===== config.mk =====
export PLATFORM = sky130hd
export DESIGN_NAME = tu_seq_flat
export DESIGN_NICKNAME = d
export VERILOG_FILES = /design/src/rtl/tu_pkg.sv /design/src/rtl/tu_seq_if.sv /design/src/rtl/tu_step_timer.sv /design/src/rtl/tu_seq.sv /design/src/flat_wrapper.sv
export SDC_FILE = /design/constraint.sdc
export NUM_CORES = 1
export LEC_CHECK = 0
export CORE_ASPECT_RATIO = 1.5
export CORE_UTILIZATION = 36
export CTS_CLUSTER_SIZE = 12
export DETAILED_ROUTE_END_ITERATION = 12
export GPL_TIMING_DRIVEN = 0
export PLACE_DENSITY = 0.66
export SETUP_SLACK_MARGIN = 0.3
export SLEW_MARGIN = 20
export SYNTH_ARGS = -nofsm -noshare
export SYNTH_HDL_FRONTEND = slang
export SYNTH_SLANG_ARGS = --single-unit

===== constraint.sdc =====
create_clock -name clock -period 2 [get_ports clock]
set_clock_uncertainty 0.2 [all_clocks]
set_input_delay 0.6 -clock clock [delete_from_list [all_inputs] [get_ports clock]]
set_output_delay 0.6 -clock clock [all_outputs]
set_load 0.05 [all_outputs]

===== src/rtl/tu_pkg.sv =====
// Shared types and helpers for the test-unit sequencer family.
package tu_pkg;

  typedef enum logic [2:0] {
    IDLE,
    ISSUE,
    WAIT,
    NEXT,
    DONE,
    FAIL
  } tu_state_e;

  function automatic int tu_idx_w(input int n);
    return (n <= 2) ? 1 : $clog2(n);
  endfunction

endpackage


===== src/rtl/tu_seq_if.sv =====
// Upstream/downstream token and step handshake bundle of one test unit.
interface tu_seq_if #(
  parameter int NUM_STEPS = 4,
  parameter int CNT_W     = 8
);
  import tu_pkg::*;
  localparam int IW = tu_idx_w(NUM_STEPS);

  logic             from_up_pass;
  logic             to_down_pass;
  logic             step_start;
  logic [IW-1:0]    step_idx;
  logic             step_done;
  logic             step_ok;
  logic             busy;
  logic [CNT_W-1:0] fail_cnt;
  logic             timeout_err;

  modport master (
    output from_up_pass, step_done, step_ok,
    input  to_down_pass, step_start, step_idx, busy, fail_cnt, timeout_err
  );

  modport slave (
    input  from_up_pass, step_done, step_ok,
    output to_down_pass, step_start, step_idx, busy, fail_cnt, timeout_err
  );
endinterface


===== src/rtl/tu_step_timer.sv =====
// Per-step watchdog: counts enabled cycles from a clear, flags the last allowed one.
module tu_step_timer #(
  parameter int TIMEOUT = 1024
) (
  input  logic clock,
  input  logic rst,
  input  logic clr,
  input  logic en,
  output logic expired
);
  localparam int            TW   = $clog2(TIMEOUT);
  localparam logic [TW-1:0] LAST = TW'(TIMEOUT - 1);

  logic [TW-1:0] cnt;

  always_ff @(posedge clock or posedge rst) begin
    if (rst)                     cnt <= '0;
    else if (clr)                cnt <= '0;
    else if (en && cnt != LAST)  cnt <= cnt + TW'(1);
  end

  // Combinational so the step can still be closed out in the cycle the count hits LAST.
  assign expired = en && (cnt == LAST);
endmodule


===== src/rtl/tu_seq.sv =====
// Chained self-test sequencer: runs NUM_STEPS steps under a watchdog, passes the token on success.
module tu_seq
  import tu_pkg::*;
#(
  parameter int NUM_STEPS    = 4,
  parameter int TIMEOUT      = 1024,
  parameter int STOP_ON_FAIL = 1,
  parameter int CNT_W        = 8
) (
  input  logic     clock,
  input  logic     rst,
  tu_seq_if.slave  bus
);
  localparam int            IW       = tu_idx_w(NUM_STEPS);
  localparam logic [IW-1:0] LAST_IDX = IW'(NUM_STEPS - 1);

  tu_state_e        state_q, state_d;
  logic             up_q;
  logic             rec_fail_q, rec_fail_d;
  logic [IW-1:0]    idx_q, idx_d;
  logic [CNT_W-1:0] cnt_q, cnt_d;
  logic             terr_q, terr_d;
  logic             start_q, busy_q, pass_q;
  logic             tmr_exp;

  tu_step_timer #(.TIMEOUT(TIMEOUT)) u_timer (
    .clock   (clock),
    .rst     (rst),
    .clr     (state_q == ISSUE),
    .en      (state_q == WAIT),
    .expired (tmr_exp)
  );

  always_comb begin
    state_d    = state_q;
    idx_d      = idx_q;
    cnt_d      = cnt_q;
    terr_d     = terr_q;
    rec_fail_d = rec_fail_q;
    // Losing the upstream token freezes everything for readout.
    if (state_q != IDLE && !bus.from_up_pass) begin
      state_d = IDLE;
    end else begin
      unique case (state_q)
        IDLE: if (bus.from_up_pass && !up_q) begin
          idx_d   = '0;
          cnt_d   = '0;
          terr_d  = 1'b0;
          state_d = ISSUE;
        end
        ISSUE: state_d = WAIT;
        WAIT: begin
          if (bus.step_done) begin
            rec_fail_d = !bus.step_ok;
            state_d    = NEXT;
          end else if (tmr_exp) begin
            rec_fail_d = 1'b1;
            terr_d     = 1'b1;
            state_d    = NEXT;
          end
        end
        NEXT: begin
          if (rec_fail_q && cnt_q != '1) cnt_d = cnt_q + CNT_W'(1);
          if (rec_fail_q && STOP_ON_FAIL != 0) begin
            state_d = FAIL;
          end else if (idx_q == LAST_IDX) begin
            state_d = DONE;
          end else begin
            idx_d   = idx_q + IW'(1);
            state_d = ISSUE;
          end
        end
        DONE, FAIL: ;
        default: state_d = IDLE;
      endcase
    end
  end

  always_ff @(posedge clock or posedge rst) begin
    if (rst) begin
      state_q    <= IDLE;
      up_q       <= 1'b0;
      rec_fail_q <= 1'b0;
      idx_q      <= '0;
      cnt_q      <= '0;
      terr_q     <= 1'b0;
      start_q    <= 1'b0;
      busy_q     <= 1'b0;
      pass_q     <= 1'b0;
    end else begin
      state_q    <= state_d;
      up_q       <= bus.from_up_pass;
      rec_fail_q <= rec_fail_d;
      idx_q      <= idx_d;
      cnt_q      <= cnt_d;
      terr_q     <= terr_d;
      start_q    <= (state_d == ISSUE);
      busy_q     <= (state_d == ISSUE) || (state_d == WAIT) || (state_d == NEXT);
      pass_q     <= (state_d == DONE) && (cnt_d == '0);
    end
  end

  assign bus.step_start   = start_q;
  assign bus.step_idx     = idx_q;
  assign bus.busy         = busy_q;
  assign bus.fail_cnt     = cnt_q;
  assign bus.timeout_err  = terr_q;
  assign bus.to_down_pass = pass_q;
endmodule


===== src/flat_wrapper.sv =====
// flat-port wrapper written by rule: the top's interface ports become plain ports
module tu_seq_flat import tu_pkg::*;
#(
  parameter int NUM_STEPS    = 4,
  parameter int TIMEOUT      = 1024,
  parameter int STOP_ON_FAIL = 1,
  parameter int CNT_W        = 8
)
  (clock, rst, bus_from_up_pass, bus_step_done, bus_step_ok, bus_to_down_pass, bus_step_start, bus_step_idx, bus_busy, bus_fail_cnt, bus_timeout_err);
  tu_seq_if #(.NUM_STEPS(NUM_STEPS), .CNT_W(CNT_W)) bus_i ();
  input  logic clock;
  input  logic rst;
  input wire logic [$bits(bus_i.from_up_pass)-1:0] bus_from_up_pass;
  input wire logic [$bits(bus_i.step_done)-1:0] bus_step_done;
  input wire logic [$bits(bus_i.step_ok)-1:0] bus_step_ok;
  output wire logic [$bits(bus_i.to_down_pass)-1:0] bus_to_down_pass;
  output wire logic [$bits(bus_i.step_start)-1:0] bus_step_start;
  output wire logic [$bits(bus_i.step_idx)-1:0] bus_step_idx;
  output wire logic [$bits(bus_i.busy)-1:0] bus_busy;
  output wire logic [$bits(bus_i.fail_cnt)-1:0] bus_fail_cnt;
  output wire logic [$bits(bus_i.timeout_err)-1:0] bus_timeout_err;
  assign bus_i.from_up_pass = bus_from_up_pass;
  assign bus_i.step_done = bus_step_done;
  assign bus_i.step_ok = bus_step_ok;
  assign bus_to_down_pass = bus_i.to_down_pass;
  assign bus_step_start = bus_i.step_start;
  assign bus_step_idx = bus_i.step_idx;
  assign bus_busy = bus_i.busy;
  assign bus_fail_cnt = bus_i.fail_cnt;
  assign bus_timeout_err = bus_i.timeout_err;
  tu_seq #(.NUM_STEPS(NUM_STEPS), .TIMEOUT(TIMEOUT), .STOP_ON_FAIL(STOP_ON_FAIL), .CNT_W(CNT_W)) u_core (.clock(clock), .rst(rst), .bus(bus_i));
endmodule

==> results_dict.tcl <==
set metrics [dict create \
    drc 0 \
    rr_worst_depth 7 \
    area_growth_pct 65.66 \
    die-area_um2 4667 \
    rsz0062_at_grt "yes" \
    max_freq_mhz 446.7 \
    finalHoldViolations 0 \
    synthDistinctLibCells 41 \
    critPathCaptureType "register" \
    cts_tree "built" \
    slew_headroom 0.5912 \
    startpoint_type "register" \
    cp_slowest_stage_delay_ps 510 \
    power_density_nw_per_um2 624.8 \
    period_share 1.119 \
    yosysWarningCount 0 \
    routabilityCongestion 0.8505 \
    fin_area_um2 2620 \
    totalWireLength_um 4883 \
    ctsRootBufferMaster "clkbuf_8" \
    cts-buffers-inserted 5 \
    ys_async_sr_fraction 1.000 \
    antenna_cells 0 \
    cts_hold_buf 0 \
    drive_gt1_frac 0.5282 \
    peakVddDrop_mv 0.5587 \
    cts_buffer_depth 2 \
    antenna_found_initial 0 \
    crit_family "simple AND/OR/NAND/NOR gates" \
    drt_iter0_markers 69 \
    drv_slew 0 \
    synth-edff-count 0 \
    initial_core_util 0.3757 \
    ant_nets 0 \
    viasPerCell 5.704 \
    regToRegStartpoint "u_core.bus.fail_cnt[4]" \
    netlist_area_um2 1582 \
    p_leak_nw 1.146 \
    violations "setup timing" \
    fp.dieW_um 56.12 \
    num_rows 29 \
    design.core.area_um2 4209 \
    post_drt_wl_per_cell_um 16.61 \
    grt.total_usage 0.1925 \
    setup_viol 9 \
    first_global_vias 1551 \
    crit_fanout 5 \
    fin_crit_ps 2239 \
    tightest_slew_ps 612.3 \
    rr_endpoint "u_core.bus.to_down_pass" \
    critPathBufInv 2 \
    dr.pass1.iters 4 \
    overflow 0 \
    pin_count 19 \
    clk_pin_slew_ps 60 \
    grt_pass1_wl_um 7086 \
    syn_nets 185 \
    syn_inst 177 \
    clock_sinks 29 \
    cp.arrival_ps 2250 \
    fin_tns_setup_ps -1025 \
    reg2reg_slack_ps -240 \
    placed_cell_area_um2 1882 \
    worstHoldPathType "register to register" \
    dpl.hpwl_um 2569 \
    clk_latency_ps 280 \
    crit_cells 7 \
    cp_slowest_cell "or4_4" \
    fin_nets 255 \
    path_cells "buf_6 > nand4_1 > buf_4 > o311ai_4 > o311ai_2 > or4_4 > nor2_4" \
    yosys_register_bits 29 \
    syn_area_per_cell_um2 8.935 \
    h-tree-depth 2 \
    grt_max_degree 30 \
    crit_type "register to register" \
    fp.dieH_um 83.18 \
    io_buffers 18 \
    synth_flop_cell "dfrtp_1" \
    fin_util 0.6225 \
    worst_slack_ps -238.7 \
    fill_cells 340 \
    cp.required_ps 2020 \
    worstSetupStartpoint "u_core.bus.fail_cnt[4]" \
    route.vias.total 1677 \
    maxCapViolations 0 \
    status "finished with violations" \
    ys_seq_area_frac 0.4589 \
    crit_end "u_core.bus.to_down_pass" \
]
-- final cells by class --
type / instances / area, um^2 / area share
timing repair buffer: 63 / 566.8 / 0.2163
clock buffer: 7 / 96.34 / 0.03677
buffer: 5 / 50.05 / 0.01910
clock inverter: 1 / 5.005 / 0.001910
sequential: 29 / 740.7 / 0.2827
tap: 46 / 57.56 / 0.02197
inverter: 7 / 26.28 / 0.01003
multi-input combinational: 136 / 1077 / 0.4112
-- worst min-delay path by stage --
stage                           start                endpoint  depth (start not counted)
6_report       u_core.bus.timeout_err  u_core.bus.timeout_err                          1
5_1_grt        u_core.bus.timeout_err  u_core.bus.timeout_err                          1
4_1_cts        u_core.bus.step_idx[0]  u_core.bus.step_idx[0]                          1
3_5_place_dp   u_core.bus.step_idx[0]  u_core.bus.step_idx[0]                          1
3_3_place_gp   u_core.bus.step_idx[0]  u_core.bus.step_idx[0]                          1
2_1_floorplan   u_core.u_timer.cnt[5]   u_core.u_timer.cnt[5]                          2
-- metal layers --
metal / global-route usage / vias to the layer above / wire length (um)
met5: 0 / - / 0
met3: 0.03894 / 13 / 134
li1: - / 785 / -
met1: 0.2101 / 845 / 1902
met4: 0.09978 / 0 / 146
met2: 0.3431 / 34 / 2700
-- kinds of logic (layout without fill, tap and decap cells) --
group / count (synthesis) / in the layout / synth area share
flops: 29 / 29 / 0.4589
simple gates: 89 / 89 / 0.3006
xor+xnor: 4 / 4 / 0.02216
fa+ha+maj: 3 / 3 / 0.02374
mux: 1 / 1 / 0.006329
compound gates: 39 / 39 / 0.1527
buf+inv: 12 / 83 / 0.03560
-- state kept, by name, summed over array words and instances, names as in the netlist --
register and flops:
u_core.rec_fail_q 1, u_core.bus.fail_cnt 8, u_core.state_q 3, u_core.bus.busy 1, u_core.bus.timeout_err 1, u_core.bus.to_down_pass 1, u_core.bus.step_idx 2, u_core.up_q 1
u_core.u_timer.cnt 10, u_core.bus.step_start 1
-- cells in the final DEF, fill, tap and decap left out, types with 3 or more instances in the layout --
cell,count
o21ai_2,3
nand2b_1,3
buf_2,4
nor2_1,10
o21ai_0,9
and3_1,3
buf_6,19
nand3_1,12
nand4_1,4
buf_8,6
dfrtp_1,17
a21oi_1,6
or4_4,3
nand3_2,6
nand2_1,15
a21oi_2,3
or3_1,4
dfrtp_2,12
inv_1,6
clkbuf_8,7
nand2_4,4
buf_4,34
a31oi_1,4
-- what timing repair did --
action	in CTS	in global routing
pin swaps	15	29
setup endpoints to repair	39	29
setup buffers	24	21
gates resized for setup	123	48
-- cell usage after synthesis, types with 2 or more instances --
cell / n / area [um^2]
nand2b_1: 3 / 18.77
a31oi_1: 4 / 25.02
a21oi_1: 9 / 45.04
nand2_1: 21 / 78.83
and4_1: 2 / 17.52
o21ai_1: 4 / 20.02
nand3_1: 20 / 100.1
nand4_1: 4 / 25.02
buf_2: 3 / 15.01
xnor2_1: 2 / 17.52
nor2_1: 13 / 48.80
or3_1: 6 / 37.54
nor3_1: 3 / 15.01
nor2b_1: 3 / 18.77
xor2_1: 2 / 17.52
and3_1: 3 / 18.77
or4_1: 3 / 22.52
dfrtp_1: 29 / 725.7
a211oi_1: 2 / 15.01
inv_1: 7 / 26.28
o21ai_0: 11 / 55.05
o311ai_1: 2 / 17.52
ha_1: 3 / 37.54
-- through the flow --
stage          total power, mW  instances  setup WS [ps]  hold slack (ps)
6_report                 1.637        294         -238.7            322.8
5_1_grt                  1.712        294         -325.0            344.0
4_1_cts                  1.534        273         -100.1            319.5
3_5_place_dp            0.9376        241         -959.1            299.7
3_3_place_gp            0.9379        241         -946.5            285.2
2_1_floorplan           0.8601        177         -91.93            323.0
-- worst register-to-register path, delay by kind of cell, from the launching register on --
family | cells | cell delay, ps
DFF | 1 | 360
and+or+nand+nor | 3 | 850
AOI/OAI and AO/OA | 2 | 410
buffers and inverters | 2 | 340
-- report_power, final --
group / switching, mW / internal, mW
combinational: 0.241 / 0.176
sequential: 0.0512 / 0.631
clock: 0.226 / 0.310
No activity file was read; power rests on OpenSTA's default activity.
